## config.mk

```make
export PLATFORM = sky130hd
export DESIGN_NAME = rv_multicycle_ctrl_flat
export DESIGN_NICKNAME = d
export VERILOG_FILES = /design/src/rtl/rv_multicycle_ctrl_if.sv /design/src/rtl/rv_multicycle_ctrl.sv /design/src/flat_wrapper.sv
export SDC_FILE = /design/constraint.sdc
export NUM_CORES = 1
export LEC_CHECK = 0
export BUFFER_PORTS_ARGS = -buffer_cell sky130_fd_sc_hd__buf_2
export CAP_MARGIN = 10
export CORE_ASPECT_RATIO = 1.4
export CORE_UTILIZATION = 30
export DETAILED_ROUTE_END_ITERATION = 7
export PLACE_DENSITY = 0.55
export SLEW_MARGIN = 5
export SYNTH_ARGS = -nofsm -noshare
export SYNTH_HDL_FRONTEND = slang
export SYNTH_SLANG_ARGS = --single-unit
```

## constraint.sdc

```tcl
create_clock -name clk -period 1.9 [get_ports clk]
set_input_delay 0.285 -clock clk [delete_from_list [all_inputs] [get_ports clk]]
set_output_delay 0.285 -clock clk [all_outputs]
set_load 0.01 [all_outputs]
```

## src/rtl/rv_multicycle_ctrl_if.sv

```systemverilog
// Handshake and control bundle between the multi-cycle controller and the rest of the core.
// The master side is the controller; the slave side is memory plus the datapath.
interface rv_multicycle_ctrl_if #(
  parameter int DATA_WIDTH = 32
);
  logic                  instr_valid;
  logic [DATA_WIDTH-1:0] instr;
  logic                  EQ;
  logic                  imem_req;
  logic                  IRWrite;
  logic                  PCWrite;
  logic                  PCsrc;
  logic                  ImmSrc;
  logic                  ALUsrc;
  logic [2:0]            ALUctrl;
  logic                  RegWrite;
  logic                  illegal;
  logic [DATA_WIDTH-1:0] retire_cnt;

  modport master (
    input  instr_valid, instr, EQ,
    output imem_req, IRWrite, PCWrite, PCsrc, ImmSrc, ALUsrc, ALUctrl,
           RegWrite, illegal, retire_cnt
  );

  modport slave (
    output instr_valid, instr, EQ,
    input  imem_req, IRWrite, PCWrite, PCsrc, ImmSrc, ALUsrc, ALUctrl,
           RegWrite, illegal, retire_cnt
  );
endinterface

```

## src/rtl/rv_multicycle_ctrl.sv

```systemverilog
// Multi-cycle sequencer for the reduced RISC-V core: fetch, decode, execute and writeback
// of addi and bne, with a sticky halt on anything else and a retired-instruction counter.
module rv_multicycle_ctrl #(
  parameter int DATA_WIDTH = 32
) (
  input  logic                  clk,
  input  logic                  rst_n,
  rv_multicycle_ctrl_if.master  bus
);

  localparam logic [6:0] OP_IMM    = 7'b0010011;
  localparam logic [6:0] OP_BRANCH = 7'b1100011;
  localparam logic [2:0] F3_ADDI   = 3'b000;
  localparam logic [2:0] F3_BNE    = 3'b001;
  localparam logic [2:0] ALU_ADD   = 3'b000;
  localparam logic [2:0] ALU_SUB   = 3'b001;

  typedef enum logic [2:0] {
    IDLE   = 3'd0,
    FETCH  = 3'd1,
    DECODE = 3'd2,
    EXEC_I = 3'd3,
    WB     = 3'd4,
    EXEC_B = 3'd5,
    HALT   = 3'd6
  } state_t;

  state_t                state_q,      state_d;
  logic                  armed_q,      armed_d;
  logic [6:0]            opcode_q,     opcode_d;
  logic [2:0]            funct3_q,     funct3_d;
  logic                  illegal_q,    illegal_d;
  logic [DATA_WIDTH-1:0] retire_cnt_q, retire_cnt_d;

  logic fetch_done;
  logic retire;

  assign fetch_done = (state_q == FETCH) && bus.instr_valid;
  assign retire     = (state_q == WB) || (state_q == EXEC_B);

  // ---------------------------------------------------------------- state register
  always_ff @(posedge clk or negedge rst_n) begin
    if (!rst_n) begin
      state_q      <= IDLE;
      armed_q      <= 1'b0;
      opcode_q     <= '0;
      funct3_q     <= '0;
      illegal_q    <= 1'b0;
      retire_cnt_q <= '0;
    end else begin
      state_q      <= state_d;
      armed_q      <= armed_d;
      opcode_q     <= opcode_d;
      funct3_q     <= funct3_d;
      illegal_q    <= illegal_d;
      retire_cnt_q <= retire_cnt_d;
    end
  end

  // ---------------------------------------------------------------- next state
  // armed_q makes IDLE last one full cycle after reset release, so the first
  // FETCH starts on the second rising edge regardless of where rst_n rose.
  always_comb begin
    state_d = state_q;
    armed_d = 1'b1;
    unique case (state_q)
      IDLE: begin
        if (armed_q) begin
          state_d = FETCH;
        end
      end
      FETCH: begin
        if (bus.instr_valid) begin
          state_d = DECODE;
        end
      end
      DECODE: begin
        if (opcode_q == OP_IMM && funct3_q == F3_ADDI) begin
          state_d = EXEC_I;
        end else if (opcode_q == OP_BRANCH && funct3_q == F3_BNE) begin
          state_d = EXEC_B;
        end else begin
          state_d = HALT;
        end
      end
      EXEC_I:  state_d = WB;
      WB:      state_d = FETCH;
      EXEC_B:  state_d = FETCH;
      HALT:    state_d = HALT;
      default: state_d = HALT;
    endcase
  end

  // ---------------------------------------------------------------- captured fields and counters
  always_comb begin
    opcode_d     = opcode_q;
    funct3_d     = funct3_q;
    illegal_d    = illegal_q;
    retire_cnt_d = retire_cnt_q;

    if (fetch_done) begin
      opcode_d = bus.instr[6:0];
      funct3_d = bus.instr[14:12];
    end

    if (state_d == HALT) begin
      illegal_d = 1'b1;
    end

    // Counter wraps naturally at all-ones.
    if (retire) begin
      retire_cnt_d = retire_cnt_q + {{(DATA_WIDTH-1){1'b0}}, 1'b1};
    end
  end

  // ---------------------------------------------------------------- outputs
  always_comb begin
    bus.imem_req = 1'b0;
    bus.IRWrite  = 1'b0;
    bus.PCWrite  = 1'b0;
    bus.PCsrc    = 1'b0;
    bus.ImmSrc   = 1'b0;
    bus.ALUsrc   = 1'b0;
    bus.ALUctrl  = ALU_ADD;
    bus.RegWrite = 1'b0;

    unique case (state_q)
      FETCH: begin
        bus.imem_req = 1'b1;
        bus.IRWrite  = bus.instr_valid;
      end
      EXEC_I: begin
        bus.ImmSrc  = 1'b0;
        bus.ALUsrc  = 1'b1;
        bus.ALUctrl = ALU_ADD;
      end
      WB: begin
        // ALU operands held from EXEC_I so the write-back data stays stable.
        bus.RegWrite = 1'b1;
        bus.PCWrite  = 1'b1;
        bus.PCsrc    = 1'b0;
        bus.ALUsrc   = 1'b1;
        bus.ALUctrl  = ALU_ADD;
      end
      EXEC_B: begin
        bus.ImmSrc  = 1'b1;
        bus.ALUsrc  = 1'b0;
        bus.ALUctrl = ALU_SUB;
        bus.PCWrite = 1'b1;
        bus.PCsrc   = ~bus.EQ;
      end
      default: begin
      end
    endcase

    bus.illegal    = illegal_q;
    bus.retire_cnt = retire_cnt_q;
  end

endmodule

```

## src/flat_wrapper.sv

```systemverilog
// flat-port wrapper written by rule: the top's interface ports become plain ports
module rv_multicycle_ctrl_flat 
#(
  parameter int DATA_WIDTH = 32
)
  (clk, rst_n, bus_instr_valid, bus_instr, bus_EQ, bus_imem_req, bus_IRWrite, bus_PCWrite, bus_PCsrc, bus_ImmSrc, bus_ALUsrc, bus_ALUctrl, bus_RegWrite, bus_illegal, bus_retire_cnt);
  rv_multicycle_ctrl_if #(.DATA_WIDTH(DATA_WIDTH)) bus_i ();
  input  logic clk;
  input  logic rst_n;
  input wire logic [$bits(bus_i.instr_valid)-1:0] bus_instr_valid;
  input wire logic [$bits(bus_i.instr)-1:0] bus_instr;
  input wire logic [$bits(bus_i.EQ)-1:0] bus_EQ;
  output wire logic [$bits(bus_i.imem_req)-1:0] bus_imem_req;
  output wire logic [$bits(bus_i.IRWrite)-1:0] bus_IRWrite;
  output wire logic [$bits(bus_i.PCWrite)-1:0] bus_PCWrite;
  output wire logic [$bits(bus_i.PCsrc)-1:0] bus_PCsrc;
  output wire logic [$bits(bus_i.ImmSrc)-1:0] bus_ImmSrc;
  output wire logic [$bits(bus_i.ALUsrc)-1:0] bus_ALUsrc;
  output wire logic [$bits(bus_i.ALUctrl)-1:0] bus_ALUctrl;
  output wire logic [$bits(bus_i.RegWrite)-1:0] bus_RegWrite;
  output wire logic [$bits(bus_i.illegal)-1:0] bus_illegal;
  output wire logic [$bits(bus_i.retire_cnt)-1:0] bus_retire_cnt;
  assign bus_i.instr_valid = bus_instr_valid;
  assign bus_i.instr = bus_instr;
  assign bus_i.EQ = bus_EQ;
  assign bus_imem_req = bus_i.imem_req;
  assign bus_IRWrite = bus_i.IRWrite;
  assign bus_PCWrite = bus_i.PCWrite;
  assign bus_PCsrc = bus_i.PCsrc;
  assign bus_ImmSrc = bus_i.ImmSrc;
  assign bus_ALUsrc = bus_i.ALUsrc;
  assign bus_ALUctrl = bus_i.ALUctrl;
  assign bus_RegWrite = bus_i.RegWrite;
  assign bus_illegal = bus_i.illegal;
  assign bus_retire_cnt = bus_i.retire_cnt;
  rv_multicycle_ctrl #(.DATA_WIDTH(DATA_WIDTH)) u_core (.clk(clk), .rst_n(rst_n), .bus(bus_i));
endmodule
```

Word-level counts from Yosys, hierarchy flattened
Index checks and enable logic that the tools add are counted.
W data, S select, Z words.
{"block": "op_classes", "n_addsub": 1, "eq_ne": 9, "n_mux": 13, "n_bitwise": 1, "n_reduce_logical": 8}
{"op": "$add A32 B1 Y32 const B", "n": 1}
{"op": "$pmux W3 S5", "n": 1}
{"op": "$eq A3 B3 Y1 const B", "n": 3}
{"op": "$mux W3", "n": 3}
{"op": "$mux W1", "n": 8}
{"op": "$eq A7 B5 Y1 const B", "n": 1}
{"op": "$eq A7 B7 Y1 const B", "n": 1}
{"op": "$eq A3 B1 Y1 const B", "n": 2}
{"op": "$eq A3 B2 Y1 const B", "n": 2}
{"op": "$logic_not A3 Y1", "n": 2}
{"op": "$reduce_or A2 Y1", "n": 2}
{"op": "$logic_and A1 B1 Y1", "n": 3}
{"op": "$mux W2", "n": 1}
{"op": "$logic_or A1 B1 Y1", "n": 1}
{"op": "$not A1 Y1", "n": 1}
{"block": "totals", "ff_bits": 47, "input_bits": 36, "wordCells": 38}

Longest topological paths before layout
Gate-level depths: netlist of run 1.
{"block": "logic_depth", "ltp_word": 6, "depth_mapped": 6, "depth_no_buf": 4}

Worst setup path after synthesis of run 1
OpenSTA, ideal clock, no wires.
{"block": "synth_path", "kind": "register -> register", "startpoint": "reg u_core.state_q[1]", "endpoint": "reg u_core.funct3_q[0]", "setup_ns": 0.125, "t_arrival_ns": 1.660, "setup_slack_ns": 0.115, "stages_incl_launch_ff": 6, "period_less_slack_ns": 1.785, "cell_sequence": "dfrtp_1 clkbuf_2 nor3b_1 and2_1 buf_2 mux2_2"}
{"block": "synth_between", "elab_chain_cells": 2}
{"item": "start: declaration", "line": "rv_multicycle_ctrl.sv:28", "source": "state_t state_q, state_d;"}
{"item": "start signal: assignment", "line": "rv_multicycle_ctrl.sv:51", "source": "state_q <= state_d;"}
{"item": "$eq A3 B1 Y1", "line": "rv_multicycle_ctrl.sv:38", "source": "assign fetch_done = (state_q == FETCH) && bus.instr_valid;"}
{"item": "$logic_and A1 B1 Y1", "line": "rv_multicycle_ctrl.sv:38"}
{"item": "end signal: assignment", "line": "rv_multicycle_ctrl.sv:54", "source": "funct3_q <= funct3_d;"}
{"item": "end: declaration", "line": "rv_multicycle_ctrl.sv:31", "source": "logic [2:0] funct3_q, funct3_d;"}
Every way passes these cells.
A chain may end at the register's enable or synchronous reset.

Worst setup path in the final report of run 1
{"block": "layout_path", "startpoint": "reg u_core.state_q[2]", "endpoint": "out bus_IRWrite"}
{"block": "layout_between", "elab_chain_cells": 2}
{"item": "$eq A3 B1 Y1", "line": "rv_multicycle_ctrl.sv:127", "source": "unique case (state_q)"}
{"item": "$mux W1", "line": "rv_multicycle_ctrl.sv:127"}
{"item": "end: declaration", "line": "flat_wrapper.sv:14", "source": "output wire logic [$bits(bus_i.IRWrite)-1:0] bus_IRWrite;"}
Every way passes these cells.

==> impl_metrics.tcl, run 1 <==
set metrics [dict create \
    ant_nets 0 \
    grt_pass1_vias 1556 \
    fmax_ghz 0.5647 \
    dr.pass1.iters 4 \
    setup_viol 0 \
    avgSynthCellArea_um2 11.45 \
    drv_cap 0 \
    yosys-top-cells-area "dfrtp_1 52%, xor2_1 6.2%, xnor2_1 5.8%" \
    antenna_found_initial 0 \
    post-route-util 0.3804 \
    fp.dieArea_mm2 0.007876 \
    synth_top_area_frac 0.5214 \
    grt_max_degree 25 \
    dpl.hpwl_um 3522 \
    place.gp.congestion 0.7776 \
    min_path_type "in -> reg" \
    antennaDiodeCount 0 \
    drv_slew 0 \
    rsz0062_at_grt "no" \
    powerDensity_mw_per_mm2 1040 \
    status "finished, final reports clean" \
    path_cells "nor3b_1 -> and2_1 -> buf_4 -> buf_2" \
    p_leak_nw 1.354 \
    critPathKind "reg -> out" \
    grt_pass1_wl_um 7748 \
    fp-row-count 37 \
    cts_buffer_depth 2 \
    reg2reg_setup_slack_ps 170 \
    ys_types 38 \
    cp_slowest_cell "dfrtp_2" \
    clk_pin_slew_ps 90 \
    sequentialPowerShare 0.481 \
    cp.arrival_ps 1490 \
    cts-root-buf "clkbuf_8" \
    routedWlPerCell_um 13.44 \
    tightest_slew_ps 578.4 \
    fin_crit_sh 0.9321 \
    switchingPower_uw 873.1 \
    setup_tns_ps 0 \
    post_cts_buffers 0 \
    yosysWarnings 0 \
    yosysSeqAreaShare 0.5214 \
    route.detailed.drc 0 \
    numCtsBuffers 5 \
    core_area_mm2 0.007315 \
    numPortBuffers 54 \
    ios 79 \
    p_comb_frac 0.254 \
    routed_via_density 4.556 \
    p_total_mw 2.894 \
    slew-limit-headroom 0.6144 \
    drive_gt1_frac 0.3891 \
    finalClockSkew_ps 9.462 \
    cts_tree "built" \
    p_int_mw 2.021 \
    end_kind "output pin" \
    start_util 0.3084 \
    synth_area_leader_cell "dfrtp_1" \
    holdWs_ps 214.9 \
    synthCells 197 \
    ys_ff_latch 47 \
    fin_cells 354 \
    fin_crit_ps 1771 \
    path_max_fanout 12 \
    required_ps 1620 \
    cts_sinks 47 \
    syn_area_mm2 0.002256 \
    place_inst 345 \
    p_sw_frac 0.3017 \
    ir_drop_v 0.0006280 \
    hold_viol_final 0 \
    wirelength_um 4757 \
    chipHeight_um 104.6 \
    final_nets 293 \
    grt_usage 0.1301 \
    vias 1613 \
    fp.dieW_um 75.29 \
    cts_max_level 2 \
    clkLatencyLatePin_ps 300 \
    grt_overflow 0 \
    clockPowerShare 0.266 \
    start_kind "flop" \
    drtIter0Drc 88 \
    cpPeakStageDelay_ps 470 \
    syn2layout_area_growth_pct 23.35 \
]
[synth_stat cells]
cell type / n
o21ai_0: 2
buf_6: 1
and4_1: 1
clkbuf_2: 1
nor3_1: 5
ha_1: 1
inv_1: 4
buf_4: 3
a41oi_1: 1
or4b_2: 1
nor4_1: 5
or3_4: 1
nor2_1: 5
xnor2_1: 15
nand3_1: 11
buf_2: 4
and2_1: 10
or3_1: 1
nor3b_1: 1
nand2_2: 1
a31o_2: 1
nand2_1: 17
mux2_2: 10
nand4_1: 6
and3_1: 2
o21a_1: 1
and4b_1: 2
a21oi_1: 1
o31a_1: 1
conb_1: 2
or2_2: 2
nand3b_1: 1
nand2b_1: 1
nand4_2: 2
xor2_1: 16
nor4_2: 9
nor2b_1: 2
dfrtp_1: 47
[cell type report]
class	instances	area (µm²)
multi-input cells	138	1018
clock buffers	6	82.58
repair buffers	60	330.3
clock inverters	2	35.03
fillers	742	4532
flip-flops and latches	47	1180
well taps	97	121.4
inverters	4	15.01
[layout by cell type (no fill, tap or decap), types with 3 or more instances in the layout]
master	instances
nand3_1	11
and2_1	10
xor2_1	16
buf_2	54
clkbuf_8	6
xnor2_1	15
dfrtp_2	3
conb_1	3
dfrtp_1	44
nand2_1	17
inv_1	3
nor2_1	5
nand4_1	6
nor3_1	5
mux2_2	10
nor4_2	9
buf_4	4
nor4_1	5
[repair_timing]
item | 4_1_cts | 5_1_grt
cloned | 0 | 0
hold buffers | 1 | 0
resized for setup | 2 | 5
hold endpoints to repair | 23 | 0
setup endpoints to repair | 1 | 3
[routing by layer]
metal | up-vias | global-route usage | wire, µm
met1 | 773 | 0.1646 | 2091
met4 | 0 | 0.05159 | 48
li1 | 791 | - | -
met5 | - | 0 | 0
met3 | 6 | 0.02507 | 200
met2 | 43 | 0.2130 | 2416
[state kept, by name, indices dropped and copies added (netlist names)]
name                   count
u_core.bus.retire_cnt     32
u_core.opcode_q            7
u_core.funct3_q            3
u_core.state_q             3
u_core.armed_q             1
u_core.bus.illegal         1
[final timing paths]
check / cells after the start / endpoint / from
hold / removal: 2 / u_core.opcode_q[4] / bus_instr[4]
setup reg to reg: 3 / u_core.bus.illegal / u_core.opcode_q[5]
hold reg to reg: 1 / u_core.bus.retire_cnt[31] / u_core.bus.retire_cnt[31]
setup / recovery: 4 / bus_IRWrite / u_core.state_q[2]
min in group asynchronous: 2 / u_core.bus.retire_cnt[30] / rst_n
max in group asynchronous: 3 / u_core.state_q[2] / rst_n
[worst max-delay path: cells and delay by family (launching register included)]
kind / cells / cell delay (ps)
DFF: 1 / 470
and+or+nand+nor: 2 / 370
buffers and inverters: 2 / 340
[power groups by stage]
stage | clock network (mW) | logic [mW] | registers, mW
6_report | 0.769 | 0.734 | 1.39
5_1_grt | 0.824 | 0.812 | 1.42
4_1_cts | 0.790 | 0.743 | 1.38
3_5_place_dp | 0 | 0.733 | 1.40
3_3_place_gp | 0 | 0.725 | 1.39
2_1_floorplan | 0 | 0.506 | 1.35
[metrics by stage]
stage,worst slack [ps],cell area [µm²]
2_1_floorplan,114.8,2260
3_3_place_gp,179.7,2643
3_5_place_dp,181.5,2643
4_1_cts,27.78,2773
5_1_grt,13.38,2783
6_report,129.0,2783
[cells by family after synthesis]
group | after synthesis | synth area share
flops | 47 | 0.5214
other cells | 2 | 0.003329
fa+ha+maj | 1 | 0.005545
xor+xnor | 31 | 0.1204
mux | 10 | 0.04992
simple gates | 86 | 0.2452
compound gates | 7 | 0.02163
buf+inv | 13 | 0.03272
Power figures use the tool's default switching activity.
==> inputs of run 2 (changes only) <==
--- a/config.mk
+++ b/config.mk
@@ -8,9 +8,9 @@
 export BUFFER_PORTS_ARGS = -buffer_cell sky130_fd_sc_hd__buf_2
 export CAP_MARGIN = 10
 export CORE_ASPECT_RATIO = 1.4
-export CORE_UTILIZATION = 30
+export CORE_UTILIZATION = 49
 export DETAILED_ROUTE_END_ITERATION = 7
-export PLACE_DENSITY = 0.55
+export PLACE_DENSITY = 0.81
 export SLEW_MARGIN = 5
 export SYNTH_ARGS = -nofsm -noshare
 export SYNTH_HDL_FRONTEND = slang
==> run 2 against run 1 <==
Compared with the run above:
- fmax is 1.8% lower
- total power decreased by 2.6%
- combinational power decreased by 2%
- wire length shrank 13%
- via count rose by 1.4%
- clock power decreased by 6.1%
- hold slack improved by 15 ps
- first-iteration DRC count fell by 32%
- worst setup slack got worse by 32 ps
- critical path type unchanged
- critical endpoint is now bus_PCsrc
==> impl_metrics.tcl, run 2 (synthesis gave the netlist of run 1 again) <==
set metrics [dict create \
    status "finished, final reports clean" \
    syn2layout_area_growth_pct 20.80 \
    critPathKind "reg -> out" \
    fmax_ghz 0.5546 \
    clk_pin_slew_ps 80 \
    end_kind "output pin" \
    drv_slew 0 \
    cts_sinks 47 \
    p_leak_nw 1.353 \
    grt_usage 0.1820 \
    antennaDiodeCount 0 \
    numPortBuffers 54 \
    met2_wirelength_um 2189 \
    hold_viol_final 0 \
    chipHeight_um 82.29 \
    n_fill_cell 379 \
    path_max_fanout 9 \
    grt_pass1_vias 1558 \
    routed_via_density 5.158 \
    core_area_mm2 0.004309 \
    drv_cap 0 \
    grt_max_degree 27 \
    cts_tree "built" \
    tightest_slew_ps 501.5 \
    fp.dieW_um 59.35 \
    holdWs_ps 230.0 \
    numCtsBuffers 5 \
    maxUsedRoutingLayer "met4" \
    fin_crit_sh 0.9490 \
    cp.arrival_ps 1520 \
    rsz0062_at_grt "yes" \
    largest_reg_flops 32 \
    setup_viol 0 \
    most-common-layout-cells "54 x buf_2, 46 x dfrtp_1, 17 x nand2_1" \
    vias 1635 \
    timing.final.ws_setup_ps 96.82 \
    route.detailed.drc 0 \
    cts_max_level 2 \
    ant_nets 0 \
    place.gp.congestion 0.7786 \
    wirelength_um 4125 \
    dr.pass1.iters 4 \
    antenna_found_initial 0 \
    min_path_type "in -> reg" \
    ios 79 \
    final_nets 293 \
    routedWlPerCell_um 13.01 \
    drt-met1-wl_um 1737 \
    slew-limit-headroom 0.6657 \
    met3_length_um 172 \
    fp-row-count 28 \
    grt_overflow 0 \
    drive_gt1_frac 0.3735 \
    powerDensity_mw_per_mm2 1034 \
    clkLatencyLatePin_ps 280 \
    cts-root-buf "clkbuf_8" \
    fin_crit_ps 1803 \
    drtIter0Drc 60 \
    ir_drop_v 0.0007597 \
    required_ps 1620 \
    cts_buffer_depth 2 \
    dpl.hpwl_um 3154 \
    grt_pass1_wl_um 6803 \
    mostFrequentLayoutCell "buf_2" \
    finalClockSkew_ps 6.389 \
    start_util 0.5235 \
    post-place-ws_ps 150.4 \
    start_kind "flop" \
    fp.dieArea_mm2 0.004883 \
]
[run 2: changes by cell type in the layout (fill, tap and decap cells not counted)]
cell and delta:
and4b_2 -1, and4b_1 +1, nand2b_4 -1, dfrtp_1 +2, dfrtp_2 -2, nand2b_1 +1
[run 2: layout make-up]
| class | count | area (µm²) | area share |
|---|---|---|---|
| sequential | 47 | 1177 | 0.4320 |
| clock inverter | 2 | 35.03 | 0.01286 |
| tap | 60 | 75.07 | 0.02755 |
| timing repair buffer | 60 | 330.3 | 0.1212 |
| clock buffer | 6 | 82.58 | 0.03030 |
| inverter | 4 | 15.01 | 0.005510 |
| multi-input combinational | 138 | 1010 | 0.3705 |
[run 2: per-stage QoR]
stage / power, mW / cells / cell area, µm² / utilization / setup TNS, ps
2_1_floorplan: 1.858 / 198 / 2260 / - / 0
3_3_place_gp: 2.089 / 308 / 2596 / 0.6025 / 0
3_5_place_dp: 2.124 / 308 / 2596 / 0.6025 / 0
4_1_cts: 2.860 / 317 / 2725 / 0.6324 / 0
5_1_grt: 3.006 / 317 / 2725 / 0.6324 / -76.68
6_report: 2.819 / 317 / 2725 / 0.6324 / 0
[run 2: final timing paths]
kind	end	slack [ps]	cells after the start	startpoint
max	bus_PCsrc	100	5	u_core.state_q[1]
min	u_core.opcode_q[1]	230	2	bus_instr[1]
max reg2reg	u_core.bus.illegal	170	3	u_core.opcode_q[5]
min reg2reg	u_core.bus.retire_cnt[31]	460	1	u_core.bus.retire_cnt[31]
max in group asynchronous	u_core.state_q[1]	880	3	rst_n
min in group asynchronous	u_core.bus.retire_cnt[13]	490	2	rst_n
[run 2: worst max-delay path, cell delays in order (launching register included)]
cell and delay [ps]:
dfrtp_2 460, nand2b_1 240, inv_2 120, and2_1 160
nor2b_1 130, buf_2 130
[run 2: timing repair]
action                                  4_1_cts  5_1_grt
hold buffers                                  1        0
resized for setup                             1        1
setup buffers                                 0        0
endpoints found under the setup margin        1        2
hold endpoints to repair                     21        0
[run 2: power breakdown]
group | leakage [nW] | switching, mW | total [mW] | internal [mW]
registers | 0.615 | 0.180 | 1.38 | 1.20
logic | 0.677 | 0.334 | 0.716 | 0.382
clock network | 0.0612 | 0.297 | 0.722 | 0.425
[run 2: routing by layer]
| layer | vias to the layer above | GRT usage |
|---|---|---|
| li1 | 791 | - |
| met1 | 799 | 0.2067 |
| met2 | 43 | 0.3404 |
| met3 | 2 | 0.03894 |
| met4 | 0 | 0.04286 |
| met5 | - | 0 |
==> inputs of run 3 (changes only) <==
--- a/config.mk
+++ b/config.mk
@@ -8,9 +8,9 @@
 export BUFFER_PORTS_ARGS = -buffer_cell sky130_fd_sc_hd__buf_2
 export CAP_MARGIN = 10
 export CORE_ASPECT_RATIO = 1.4
-export CORE_UTILIZATION = 49
+export CORE_UTILIZATION = 45
 export DETAILED_ROUTE_END_ITERATION = 7
-export PLACE_DENSITY = 0.81
+export PLACE_DENSITY = 0.78
 export SLEW_MARGIN = 5
 export SYNTH_ARGS = -nofsm -noshare
 export SYNTH_HDL_FRONTEND = slang
==> constraint.sdc (replaced) <==
create_clock -name clk -period 1.45 [get_ports clk]
set_input_delay 0.2175 -clock clk [delete_from_list [all_inputs] [get_ports clk]]
set_output_delay 0.2175 -clock clk [all_outputs]
set_load 0.01 [all_outputs]
==> run 3 against run 2 <==
Compared with the run above:
- the flow now finishes with violations (setup timing)
- highest routed layer unchanged
- largest cell class is now multi-input gates
- critical path depth did not move
- total power rose by 64%
- critical endpoint is now u_core.bus.retire_cnt[20]
- design area rose by 40%
- clock skew rose by 11 ps
- largest power group is now combinational cells
- sequential cell count did not move
- critical path type is now reg -> reg
- non-clock buffer count rose by 71
- hold slack got worse by 83 ps
==> impl_metrics.tcl, run 3 (synthesis gave the netlist of run 1 again) <==
set metrics [dict create \
    required_ps 1680 \
    r2r_cells 5 \
    drive_gt1_frac 0.6292 \
    syn2layout_area_growth_pct 68.66 \
    route.detailed.drc 0 \
    antenna_found_initial 0 \
    chipHeight_um 85.78 \
    mostFrequentLayoutCell "buf_4" \
    met2_wirelength_um 3995 \
    whs_endpoint "u_core.opcode_q[6]" \
    start_kind "flop" \
    drv_cap 0 \
    largest_reg_flops 32 \
    vias 2087 \
    grt_pass1_vias 2133 \
    grt_max_degree 22 \
    critPathKind "reg -> reg" \
    dr.pass1.iters 4 \
    place.gp.congestion 0.7871 \
    routed_via_density 5.310 \
    reg2reg_to "u_core.bus.retire_cnt[20]" \
    drtIter0Drc 64 \
    setup_viol 38 \
    violations "setup timing" \
    clkLatencyLatePin_ps 310 \
    start_util 0.4659 \
    post-place-ws_ps -124.1 \
    cts_tree "built" \
    maxUsedRoutingLayer "met4" \
    powerDensity_mw_per_mm2 1217 \
    fp-row-count 30 \
    finalClockSkew_ps 16.89 \
    setup_tns_ps -2527 \
    r2r-start "u_core.state_q[1]" \
    dpl.hpwl_um 3874 \
    drt-met1-wl_um 2619 \
    wirelength_um 7202 \
    hold_viol_final 0 \
    clk_pin_slew_ps 100 \
    place_area_mm2 0.003025 \
    ant_nets 0 \
    met3_length_um 324 \
    grt_overflow 0 \
    antennaDiodeCount 0 \
    cp.arrival_ps 1880 \
    holdWs_ps 147.4 \
    cts_sinks 47 \
    fin_area_mm2 0.003805 \
    fmax_ghz 0.6074 \
    numCtsBuffers 5 \
    cts-root-buf "clkbuf_8" \
    post-route-util 0.7858 \
    timing.final.ws_setup_ps -196.3 \
    drv_slew 0 \
    cts_max_level 2 \
    grt_pass1_wl_um 10210 \
    hold_start "bus_instr[6]" \
    reg2reg_setup_slack_ps -200 \
    fin_crit_sh 1.135 \
    min_path_type "in -> reg" \
    cts_buffer_depth 2 \
    numPortBuffers 54 \
    ios 79 \
    status "complete, but fails checks" \
    most-common-layout-cells "58 x buf_4, 48 x buf_2, 44 x dfrtp_1" \
    n_fill_cell 299 \
    rsz0062_at_grt "yes" \
    ir_drop_v 0.001041 \
    grt_usage 0.2681 \
    fin_cells 393 \
    end_kind "flop" \
    p_leak_nw 2.144 \
    multi_input_area_mm2 0.001454 \
    ff_latch_area_mm2 0.001180 \
    final_nets 365 \
    routedWlPerCell_um 18.33 \
    fp.dieW_um 61.84 \
    p_total_mw 4.629 \
    core_area_mm2 0.004842 \
    fin_crit_ps 1646 \
    fp.dieArea_mm2 0.005304 \
    place_inst 355 \
    path_max_fanout 6 \
    hold-path-cell-count 2 \
]
-- run 3: power by group --
part | leakage, nW | switching [mW] | internal [mW] | total (mW)
Combinational | 1.49 | 0.793 | 1.23 | 2.02
Sequential | 0.611 | 0.208 | 1.57 | 1.78
Clock | 0.0482 | 0.440 | 0.385 | 0.825
Total | 2.14 | 1.44 | 3.19 | 4.63
-- run 3: area by class of cell --
type                       count  area share
sequential                    47      0.3101
clock inverter                 1    0.001315
timing repair buffer         131      0.2588
clock buffer                   7     0.02269
inverter                       4    0.003946
tap                           64     0.02105
multi-input combinational    139      0.3821
-- run 3: repair_timing --
action,4_1_cts,5_1_grt
resized for setup,53,35
gates cloned,2,0
pin swaps,27,32
setup endpoints to repair,42,45
hold buffers,1,0
setup buffers,22,7
endpoints found under the hold margin,19,0
-- run 3: worst max path at each step --
stage,startpoint,to,cells past startpoint
6_report,u_core.state_q[1],u_core.bus.retire_cnt[20],5
5_1_grt,u_core.state_q[1],u_core.bus.retire_cnt[20],5
4_1_cts,u_core.state_q[1],bus_PCsrc,6
3_5_place_dp,u_core.bus.retire_cnt[12],u_core.bus.retire_cnt[31],4
3_3_place_gp,u_core.bus.retire_cnt[12],u_core.bus.retire_cnt[31],4
2_1_floorplan,u_core.bus.retire_cnt[14],u_core.bus.retire_cnt[28],5
-- run 3: critical path, cell delays in order, from the launching register on --
cell,delay (ps)
dfrtp_1,390
and4b_4,410
buf_6,140
nand2_8,90
nor4_4,320
xor2_1,210
-- run 3: metal layers --
layer,vias up,track usage
met1,1048,0.2968
met4,0,0.1273
met2,76,0.4702
li1,940,-
met3,23,0.05430
met5,-,0
